===== src/rtl/srt_div_arbiter_if.sv =====
// Bundle of requester, response and divider-core signals around srt_div_arbiter.
// master is the arbiter side; slave is the requesters, response consumer and core.
interface srt_div_arbiter_if #(
  parameter int N_REQ = 4,
  parameter int WIDTH = 64
);
  localparam int ID_W = (N_REQ > 1) ? $clog2(N_REQ) : 1;

  logic [N_REQ-1:0]       req_valid;
  logic [N_REQ-1:0]       req_ready;
  logic [N_REQ*WIDTH-1:0] req_dividend;
  logic [N_REQ*WIDTH-1:0] req_divisor;

  logic                   rsp_valid;
  logic                   rsp_ready;
  logic [ID_W-1:0]        rsp_id;
  logic [WIDTH-1:0]       rsp_quo;
  logic [WIDTH-1:0]       rsp_rem;
  logic                   rsp_dbz;
  logic                   rsp_tmo;

  logic                   div_start;
  logic [WIDTH-1:0]       div_dividend;
  logic [WIDTH-1:0]       div_divisor;
  logic                   div_done;
  logic [WIDTH-1:0]       div_quo;
  logic [WIDTH-1:0]       div_rem;

  modport master (
    input  req_valid, req_dividend, req_divisor,
    output req_ready,
    output rsp_valid, rsp_id, rsp_quo, rsp_rem, rsp_dbz, rsp_tmo,
    input  rsp_ready,
    output div_start, div_dividend, div_divisor,
    input  div_done, div_quo, div_rem
  );

  modport slave (
    output req_valid, req_dividend, req_divisor,
    input  req_ready,
    input  rsp_valid, rsp_id, rsp_quo, rsp_rem, rsp_dbz, rsp_tmo,
    output rsp_ready,
    input  div_start, div_dividend, div_divisor,
    output div_done, div_quo, div_rem
  );
endinterface


===== src/rtl/srt_div_arbiter.sv =====
// Round-robin sharing of one SRT divider core between N_REQ requesters, with
// local divide-by-zero handling and a watchdog on the core's completion.
module srt_div_arbiter #(
  parameter int N_REQ   = 4,
  parameter int WIDTH   = 64,
  parameter int TIMEOUT = 64
) (
  input  logic              clk,
  input  logic              rst_n,
  srt_div_arbiter_if.master bus
);
  localparam int ID_W  = (N_REQ > 1) ? $clog2(N_REQ) : 1;
  localparam int CNT_W = $clog2(TIMEOUT);

  typedef enum logic [1:0] {IDLE, ISSUE, WAIT, RESP} state_t;

  state_t           state_reg,    state_next;
  logic [ID_W-1:0]  rr_ptr_reg,   rr_ptr_next;
  logic [CNT_W-1:0] cnt_reg,      cnt_next;
  logic [ID_W-1:0]  id_reg,       id_next;
  logic [WIDTH-1:0] dividend_reg, dividend_next;
  logic [WIDTH-1:0] divisor_reg,  divisor_next;
  logic [WIDTH-1:0] quo_reg,      quo_next;
  logic [WIDTH-1:0] rem_reg,      rem_next;
  logic             dbz_reg,      dbz_next;
  logic             tmo_reg,      tmo_next;

  logic [ID_W-1:0]  cand_idx [N_REQ];
  logic [WIDTH-1:0] dvd_arr  [N_REQ];
  logic [WIDTH-1:0] dvs_arr  [N_REQ];
  logic             grant_any;
  logic [ID_W-1:0]  grant_idx;
  logic [N_REQ-1:0] grant_onehot;
  logic [WIDTH-1:0] sel_dividend;
  logic [WIDTH-1:0] sel_divisor;

  // cand_idx[k] is the requester examined k-th when searching upward from rr_ptr
  generate
    for (genvar gi = 0; gi < N_REQ; gi++) begin : g_req
      logic [ID_W:0] sum;
      assign sum          = {1'b0, rr_ptr_reg} + (ID_W+1)'(gi);
      assign cand_idx[gi] = (sum >= (ID_W+1)'(N_REQ)) ? ID_W'(sum - (ID_W+1)'(N_REQ))
                                                       : sum[ID_W-1:0];
      assign dvd_arr[gi]  = bus.req_dividend[gi*WIDTH +: WIDTH];
      assign dvs_arr[gi]  = bus.req_divisor[gi*WIDTH +: WIDTH];
    end
  endgenerate

  // Scanning from the far end lets the nearest valid candidate overwrite the rest
  always_comb begin
    grant_any = 1'b0;
    grant_idx = '0;
    for (int k = N_REQ - 1; k >= 0; k--) begin
      if (bus.req_valid[cand_idx[k]]) begin
        grant_any = 1'b1;
        grant_idx = cand_idx[k];
      end
    end
  end

  assign grant_onehot = grant_any ? (N_REQ'(1) << grant_idx) : '0;
  assign sel_dividend = dvd_arr[grant_idx];
  assign sel_divisor  = dvs_arr[grant_idx];

  always_ff @(posedge clk or negedge rst_n) begin
    if (!rst_n) begin
      state_reg    <= IDLE;
      rr_ptr_reg   <= '0;
      cnt_reg      <= '0;
      id_reg       <= '0;
      dividend_reg <= '0;
      divisor_reg  <= '0;
      quo_reg      <= '0;
      rem_reg      <= '0;
      dbz_reg      <= 1'b0;
      tmo_reg      <= 1'b0;
    end else begin
      state_reg    <= state_next;
      rr_ptr_reg   <= rr_ptr_next;
      cnt_reg      <= cnt_next;
      id_reg       <= id_next;
      dividend_reg <= dividend_next;
      divisor_reg  <= divisor_next;
      quo_reg      <= quo_next;
      rem_reg      <= rem_next;
      dbz_reg      <= dbz_next;
      tmo_reg      <= tmo_next;
    end
  end

  always_comb begin
    state_next    = state_reg;
    rr_ptr_next   = rr_ptr_reg;
    cnt_next      = cnt_reg;
    id_next       = id_reg;
    dividend_next = dividend_reg;
    divisor_next  = divisor_reg;
    quo_next      = quo_reg;
    rem_next      = rem_reg;
    dbz_next      = dbz_reg;
    tmo_next      = tmo_reg;
    case (state_reg)
      IDLE: begin
        if (grant_any) begin
          id_next       = grant_idx;
          rr_ptr_next   = (grant_idx == ID_W'(N_REQ - 1)) ? '0 : grant_idx + ID_W'(1);
          dividend_next = sel_dividend;
          divisor_next  = sel_divisor;
          tmo_next      = 1'b0;
          if (sel_divisor == '0) begin
            // Resolved without the core: saturated quotient, dividend as remainder
            quo_next   = '1;
            rem_next   = sel_dividend;
            dbz_next   = 1'b1;
            state_next = RESP;
          end else begin
            dbz_next   = 1'b0;
            state_next = ISSUE;
          end
        end
      end
      ISSUE: begin
        cnt_next   = '0;
        state_next = WAIT;
      end
      WAIT: begin
        cnt_next = cnt_reg + CNT_W'(1);
        // A completion in the final watchdog cycle still counts as success
        if (bus.div_done) begin
          quo_next   = bus.div_quo;
          rem_next   = bus.div_rem;
          dbz_next   = 1'b0;
          tmo_next   = 1'b0;
          state_next = RESP;
        end else if (cnt_reg == CNT_W'(TIMEOUT - 1)) begin
          quo_next   = '0;
          rem_next   = '0;
          tmo_next   = 1'b1;
          state_next = RESP;
        end
      end
      RESP: begin
        if (bus.rsp_ready) state_next = IDLE;
      end
      default: state_next = IDLE;
    endcase
  end

  // Gated by rst_n so the accept strobe is also silent while reset is held
  assign bus.req_ready    = (state_reg == IDLE && rst_n) ? grant_onehot : '0;
  assign bus.rsp_valid    = (state_reg == RESP);
  assign bus.rsp_id       = id_reg;
  assign bus.rsp_quo      = quo_reg;
  assign bus.rsp_rem      = rem_reg;
  assign bus.rsp_dbz      = dbz_reg;
  assign bus.rsp_tmo      = tmo_reg;
  assign bus.div_start    = (state_reg == ISSUE);
  assign bus.div_dividend = dividend_reg;
  assign bus.div_divisor  = divisor_reg;
endmodule


===== src/flat_wrapper.sv =====
// flat-port wrapper written by rule: the top's interface ports become plain ports
module srt_div_arbiter_flat 
#(
  parameter int N_REQ   = 4,
  parameter int WIDTH   = 64,
  parameter int TIMEOUT = 64
)
  (clk, rst_n, bus_req_valid, bus_req_dividend, bus_req_divisor, bus_req_ready, bus_rsp_valid, bus_rsp_id, bus_rsp_quo, bus_rsp_rem, bus_rsp_dbz, bus_rsp_tmo, bus_rsp_ready, bus_div_start, bus_div_dividend, bus_div_divisor, bus_div_done, bus_div_quo, bus_div_rem);
  srt_div_arbiter_if #(.N_REQ(N_REQ), .WIDTH(WIDTH)) bus_i ();
  input  logic clk;
  input  logic rst_n;
  input wire logic [$bits(bus_i.req_valid)-1:0] bus_req_valid;
  input wire logic [$bits(bus_i.req_dividend)-1:0] bus_req_dividend;
  input wire logic [$bits(bus_i.req_divisor)-1:0] bus_req_divisor;
  output wire logic [$bits(bus_i.req_ready)-1:0] bus_req_ready;
  output wire logic [$bits(bus_i.rsp_valid)-1:0] bus_rsp_valid;
  output wire logic [$bits(bus_i.rsp_id)-1:0] bus_rsp_id;
  output wire logic [$bits(bus_i.rsp_quo)-1:0] bus_rsp_quo;
  output wire logic [$bits(bus_i.rsp_rem)-1:0] bus_rsp_rem;
  output wire logic [$bits(bus_i.rsp_dbz)-1:0] bus_rsp_dbz;
  output wire logic [$bits(bus_i.rsp_tmo)-1:0] bus_rsp_tmo;
  input wire logic [$bits(bus_i.rsp_ready)-1:0] bus_rsp_ready;
  output wire logic [$bits(bus_i.div_start)-1:0] bus_div_start;
  output wire logic [$bits(bus_i.div_dividend)-1:0] bus_div_dividend;
  output wire logic [$bits(bus_i.div_divisor)-1:0] bus_div_divisor;
  input wire logic [$bits(bus_i.div_done)-1:0] bus_div_done;
  input wire logic [$bits(bus_i.div_quo)-1:0] bus_div_quo;
  input wire logic [$bits(bus_i.div_rem)-1:0] bus_div_rem;
  assign bus_i.req_valid = bus_req_valid;
  assign bus_i.req_dividend = bus_req_dividend;
  assign bus_i.req_divisor = bus_req_divisor;
  assign bus_req_ready = bus_i.req_ready;
  assign bus_rsp_valid = bus_i.rsp_valid;
  assign bus_rsp_id = bus_i.rsp_id;
  assign bus_rsp_quo = bus_i.rsp_quo;
  assign bus_rsp_rem = bus_i.rsp_rem;
  assign bus_rsp_dbz = bus_i.rsp_dbz;
  assign bus_rsp_tmo = bus_i.rsp_tmo;
  assign bus_i.rsp_ready = bus_rsp_ready;
  assign bus_div_start = bus_i.div_start;
  assign bus_div_dividend = bus_i.div_dividend;
  assign bus_div_divisor = bus_i.div_divisor;
  assign bus_i.div_done = bus_div_done;
  assign bus_i.div_quo = bus_div_quo;
  assign bus_i.div_rem = bus_div_rem;
  srt_div_arbiter #(.N_REQ(N_REQ), .WIDTH(WIDTH), .TIMEOUT(TIMEOUT)) u_core (.clk(clk), .rst_n(rst_n), .bus(bus_i));
endmodule

===== config.mk =====
export PLATFORM = sky130hd
export DESIGN_NAME = srt_div_arbiter_flat
export DESIGN_NICKNAME = d
export VERILOG_FILES = /design/src/rtl/srt_div_arbiter_if.sv /design/src/rtl/srt_div_arbiter.sv /design/src/flat_wrapper.sv
export SDC_FILE = /design/constraint.sdc
export NUM_CORES = 1
export LEC_CHECK = 0
export BUFFER_PORTS_ARGS = -buffer_cell sky130_fd_sc_hd__buf_4
export CORE_AREA = 2 2 359 361
export DETAILED_ROUTE_END_ITERATION = 8
export DIE_AREA = 0 0 361 363
export HOLD_SLACK_MARGIN = 0.12
export SLEW_MARGIN = 20
export SYNTH_ARGS = -nofsm -noshare
export SYNTH_HDL_FRONTEND = slang
export SYNTH_SLANG_ARGS = --single-unit

===== constraint.sdc =====
create_clock -name clk -period 3.6 [get_ports clk]
set_input_delay 0.54 -clock clk [delete_from_list [all_inputs] [get_ports clk]]
set_output_delay 0.54 -clock clk [all_outputs]
set_load 0.01 [all_outputs]

==> impl_metrics.toml, run 1 <==
[outcome]
outcome = "finished, violations left"
violations = "setup timing"

[synth]
synth_commonest_cells = "nand2_1, dfrtp_1, clkbuf_1"
synth_edf_count = 0
ys_warn_count = 0
syn_area_um2 = 19700
ys_async_sr_fraction = 1.00
ys_ff_latch = 270
yosys.cell_types.count = 42
syn-num-nets = 3255
synth_ff_type = "dfrtp_1"
avgSynthCellArea_um2 = 7.58
yosys-top-cells-area = "dfrtp_1, nand2_1, o21ai_0, clkbuf_1, mux2i_1"
yosysMostFrequentCell = "nand2_1"
seq_area_frac_synth = 0.343
synth_top_area_frac = 0.343
netlist_instances = 2597
yosysTopAreaCell = "dfrtp_1"

[grt]
grt_pass1_wl_um = 183000
grt_usage = 0.192
antenna_found_initial = 36
grt_pass1_vias = 24800
grt_overflow = 0
grt_max_degree = 194

[setup_path]
cpMostUsedCell = "buf_6"
crit_path_max_incr_delay_ns = 0.44
crit_arrival_ns = 4.35
slowest_stage = "dfrtp_1"
end_kind = "flop"
crit_path_max_fanout = 14
cp-start-kind = "flop"
critPathKind = "reg -> reg"
worstPathCellList = "buf_6 > mux2i_4 > a2bb2oi_4 > buf_12 > buf_12 > buf_4 > nand3_1 > a32oi_1 > buf_4 > nor4_4 > nand4_1 > buf_6 > nor4_4 > buf_6 > buf_16 > buf_16 > clkbuf_16 > o211ai_1"
critPathRequiredTime_ns = 4.06

[clocking]
numCtsBuffers = 40
cts_max_level = 2
clk_pin_slew_ns = 0.06
clk_latency_ns = 0.60
cts_num_sinks = 270
clockBufferDepth = 3
cts_root_buffer = "clkbuf_16"
cts_tree = "yes"

[placed_design]
dp.cells = 5109
hpwl_um = 100000
place_ws_ns = -0.809
gp_congestion = 0.912
port_buffers = 913

[sta]
hold_viol = 0
fin_ws_ns = -0.292
finalClockSkew_ns = 0.0303
fin_setup_tns_ns = -27.41
period_needed_ns = 3.89
final.period_utilization = 1.08
setup_viol = 130
tightestPinTransition_ns = 1.06
max_freq_mhz = 257
grt_setup_unrepaired = "yes"
slew_violations = 0
slew_headroom = 0.294

[detailed_routing]
routedWlPerCell_um = 25.9
drtAntennaViolNets = 0
drt-vias-per-instance = 4.80
drc = 0
wl_um = 137000
dr.first_iter.drc_count = 2097
drt_first_pass_iters = 5
vias = 25300

[layout]
final_cells = 5268
drive_gt1_frac = 0.396
nets = 4219
areaGrowthSynthToFinish_pct = 66.7
postLayoutCoreUtil = 0.258

[die]
fp.dieArea_um2 = 131000
die_y_um = 363
start_util = 0.155
rows = 131
io_pins = 914
die_width_um = 361
core-area_um2 = 127000

[job]
maxCapViolations = 0

[power]
leakagePower_nw = 14.2
ir_drop_mv = 0.620
total_power_mw = 28.6
power_density_nw_per_um2 = 873

[worst_hold_path]
hold_path.class = "in -> reg"
==> worst max-delay path: cells and delay by family, from the launching register on <==
kind,cells,cell delay (ns)
mux,1,0.19
flops,1,0.44
simple gates,4,0.91
compound gates,3,0.38
buf+inv,10,1.75
==> power by group <==
part / total [mW] / internal, mW / switching, mW / leakage, nW
clock: 3.93 / 2.18 / 1.75 / 0.599
sequential: 5.17 / 4.29 / 0.882 / 2.95
combinational: 19.5 / 8.30 / 11.2 / 10.7
==> cells in the final DEF, fill, tap and decap left out, types with 9 or more instances in the layout <==
cell,synthesis,layout
a211oi_1,64,64
a21oi_1,132,131
a22oi_1,66,66
a2bb2oi_1,65,64
a311oi_1,64,49
a311oi_2,0,12
a31o_2,64,64
a32oi_1,64,51
a32oi_2,0,10
and2_1,65,64
and3_1,68,66
buf_12,0,37
buf_16,0,9
buf_4,4,1116
buf_6,0,23
clkbuf_16,0,57
clkinv_2,0,9
dfrtp_1,270,269
diode_2,0,19
mux2i_1,67,65
nand2_1,653,652
nand3_1,68,67
nor2_1,77,73
nor3_1,65,64
o211ai_1,65,65
o21a_1,64,64
o21ai_0,186,159
o21ai_1,16,31
o31a_1,64,64
==> routing by layer <==
layer / vias up / wire [um] / share of wire / track usage
met5: - / 44 / 0.00032 / 0
met4: 8 / 6380 / 0.047 / 0.0825
met3: 227 / 8630 / 0.063 / 0.0384
met2: 1177 / 69200 / 0.51 / 0.346
met1: 12400 / 52400 / 0.38 / 0.218
li1: 11500 / - / - / -
==> timing repair <==
action | in CTS | in global routing
endpoints found under the setup margin | 134 | 134
gates cloned | 6 | 18
endpoints found under the hold margin | 17 | 0
hold buffers | 1 | 0
pin swaps | 12 | 36
buffers inserted | 23 | 30
gates resized for setup | 67 | 102
==> metrics by stage <==
stage / instance area, um2 / hold WS [ns]
2_1_floorplan: 19700 / 0.244
3_3_place_gp: 29800 / 0.462
3_5_place_dp: 29800 / 0.464
4_1_cts: 31700 / 0.247
5_1_grt: 32800 / 0.298
6_report: 32800 / 0.314
==> cells by family after synthesis <==
kind of cell             share of synthesized area
AND/OR/NAND/NOR                              0.226
AO/OA/AOI/OAI                                0.329
buffers and inverters                       0.0604
flip-flops                                   0.343
multiplexers                                0.0341
adder cells (fa/ha/maj)                    0.00636
XOR/XNOR                                  0.000445
==> path summary, 6_finish.rpt <==
check	startpoint	end	slack, ns	cells after the start
hold / removal	bus_div_rem[14]	u_core.bus.rsp_rem[14]	0.31	5
setup / recovery	u_core.rr_ptr_reg[0]	u_core.bus.rsp_quo[28]	-0.29	18
max in group asynchronous	rst_n	u_core.cnt_reg[0]	2.14	3
min in group asynchronous	rst_n	u_core.bus.div_divisor[44]	0.48	2
hold reg to reg	u_core.bus.div_dividend[62]	u_core.bus.div_dividend[62]	0.48	2
setup reg to reg	u_core.rr_ptr_reg[0]	u_core.bus.rsp_quo[28]	-0.29	18
==> final cells by class <==
class                   count  area (um2)
clock inverters            20         165
diodes                     19        47.5
inverters                  10        50.0
clock buffers              48        1060
fillers                 13900       94200
multi-input cells        2026       12400
well taps                1662        2080
flip-flops and latches    270        6760
repair buffers           1213       10300
(Power assumes the default switching activity.)
==> run 2, diff against run 1 <==
SETUP_SLACK_MARGIN = 0.2   (was default)
==> run 2 against run 1 <==
Compared with the run above: the run still ends with setup timing left; combinational power hardly changed; clock skew is 0.0032 ns higher; sequential cell count stayed put; critical path depth stayed put; clock power hardly changed; die area stayed put; sequential power hardly changed; clock-buffer cell count stayed put; critical path type unchanged.
==> impl_metrics.toml, run 2 (synthesis gave the netlist of run 1 again) <==
[clocking]
clockBufferDepth = 3
clk_pin_slew_ns = 0.06
cts_root_buffer = "clkbuf_16"
cts_num_sinks = 270
cts_tree = "yes"
clk_latency_ns = 0.60
numCtsBuffers = 40
cts_max_level = 2

[setup_path]
critPathRequiredTime_ns = 4.08
crit_arrival_ns = 4.33
crit_path_max_fanout = 8
critPathKind = "reg -> reg"
cp-start-kind = "flop"
cpMostUsedCell = "buf_6"
reg2reg_from = "u_core.rr_ptr_reg[0]"
crit_path_max_incr_delay_ns = 0.44
slowest_stage = "dfrtp_1"
end_kind = "flop"
worst-r2r-cell-count = 18
r2r_slack_ns = -0.26
timing.rr.end = "u_core.bus.rsp_quo[19]"
worstPathCellList = "buf_6 > mux2i_4 > a2bb2oi_4 > buf_12 > buf_12 > a311oi_2 > a32oi_2 > buf_4 > nor4_4 > nand4_1 > buf_6 > nor4_4 > buf_6 > buf_16 > buf_8 > buf_16 > buf_4 > o211ai_1"

[sta]
final.period_utilization = 1.07
tightestPinTransition_ns = 1.03
grt_setup_unrepaired = "yes"
hold_viol = 0
finalClockSkew_ns = 0.0335
fin_ws_ns = -0.256
setup_viol = 131
max_freq_mhz = 259
slew_violations = 0
period_needed_ns = 3.86
slew_headroom = 0.309

[outcome]
violations = "setup timing"
outcome = "finished, violations left"

[detailed_routing]
wl_um = 135000
routedWlPerCell_um = 25.7
dr.first_iter.drc_count = 2076
vias = 25300
drc = 0
drtAntennaViolNets = 0
drt_first_pass_iters = 5
drt-vias-per-instance = 4.80

[layout]
final_common_cell = "buf_4"
areaGrowthSynthToFinish_pct = 65.8
final_cells = 5262
multi_input_area_um2 = 12400
drive_gt1_frac = 0.397
n_fill_cell = 13900
seqCellArea_um2 = 6760
nets = 4215
most-common-layout-cells = "buf_4, nand2_1, dfrtp_1"

[die]
fp.dieArea_um2 = 131000
start_util = 0.155
core-area_um2 = 127000
die_y_um = 363
io_pins = 914
rows = 131
die_width_um = 361

[job]
maxCapViolations = 0

[grt]
grt_pass1_wl_um = 183000
globalRouteMet1Util = 0.218
grt_most_used_layer = "met2"
use_met2 = 0.346
grt_usage = 0.192
antenna_found_initial = 35
grt_pass1_vias = 24800
grt_util_met3 = 0.0384
grt_max_degree = 194
grt_overflow = 0

[worst_hold_path]
hold_end = "u_core.bus.rsp_rem[14]"
hold_path.class = "in -> reg"
worstHoldPathCells = 5
hold_start = "bus_div_rem[14]"

[placed_design]
gp_congestion = 0.912
port_buffers = 913
dp.cells = 5109
hpwl_um = 100000

[power]
total_power_mw = 28.6
power_density_nw_per_um2 = 877
leakagePower_nw = 14.2
ir_drop_mv = 0.626
## run 2: cell types whose count changed in the layout (fill, tap and decap cells not counted), moves of 3 or more
cell and delta:
nand2_1 -11, buf_4 +6, buf_12 +4, a311oi_2 -3, clkbuf_16 -7, a311oi_1 +4, nand2_2 +11, buf_6 -4
a32oi_2 +3
## run 2: worst max-delay path: cells and delay by family (launching register included)
family          cells  cell delay [ns]
compound gates      4             0.65
buf+inv            10             1.63
flops               1             0.44
mux                 1             0.19
simple gates        3             0.79
## run 2: power by group
group	leakage [nW]	internal [mW]	switching [mW]	total, mW
Combinational	10.6	8.33	11.2	19.5
Clock	0.599	2.18	1.75	3.93
Sequential	2.95	4.29	0.875	5.16
## run 2: through the flow
stage	hold slack [ns]	worst slack [ns]	cell area (um2)	setup TNS, ns	utilization
after floorplan	0.244	0.490	19700	0	-
after global placement	0.462	-0.733	29800	-85.16	0.234
after detailed placement	0.464	-0.809	29800	-94.10	0.234
after CTS	0.247	-0.232	31700	-22.94	0.250
after global routing	0.298	-0.367	32600	-38.06	0.257
final	0.313	-0.256	32600	-21.13	0.257
## run 2: how the worst max path moves through the flow
| stage | startpoint | to | slack [ns] | depth (start not counted) |
|---|---|---|---|---|
| 6_report | u_core.rr_ptr_reg[0] | u_core.bus.rsp_quo[19] | -0.26 | 18 |
| 3_3_place_gp | bus_req_valid[3] | u_core.bus.rsp_quo[37] | -0.73 | 14 |
| 3_5_place_dp | bus_req_valid[3] | u_core.bus.rsp_quo[40] | -0.81 | 14 |
| 2_1_floorplan | bus_req_valid[3] | u_core.bus.rsp_rem[21] | 0.49 | 14 |
| 4_1_cts | u_core.rr_ptr_reg[1] | u_core.bus.rsp_rem[50] | -0.23 | 18 |
| 5_1_grt | u_core.rr_ptr_reg[0] | u_core.bus.rsp_quo[19] | -0.37 | 20 |
## run 2: timing repair
action,4_1_cts,5_1_grt
resized for setup,69,95
hold buffers,1,0
setup buffers,23,28
gates cloned,6,10
endpoints found under the hold margin,17,0
pin swaps,12,52
endpoints found under the setup margin,134,135
## run 2: metal layers
metal / share of wire / wire (um) / vias up
li1: - / - / 11500
met1: 0.39 / 52400 / 12400
met2: 0.50 / 68100 / 1197
met3: 0.062 / 8430 / 242
met4: 0.047 / 6430 / 8
met5: 0.00033 / 44 / -
## run 2: cell type report
class,count,share of cell area
multi-input combinational,2026,0.379
tap,1662,0.0637
antenna,17,0.00130
sequential,270,0.207
clock buffer,48,0.0325
inverter,10,0.00153
timing repair buffer,1209,0.310
clock inverter,20,0.00506
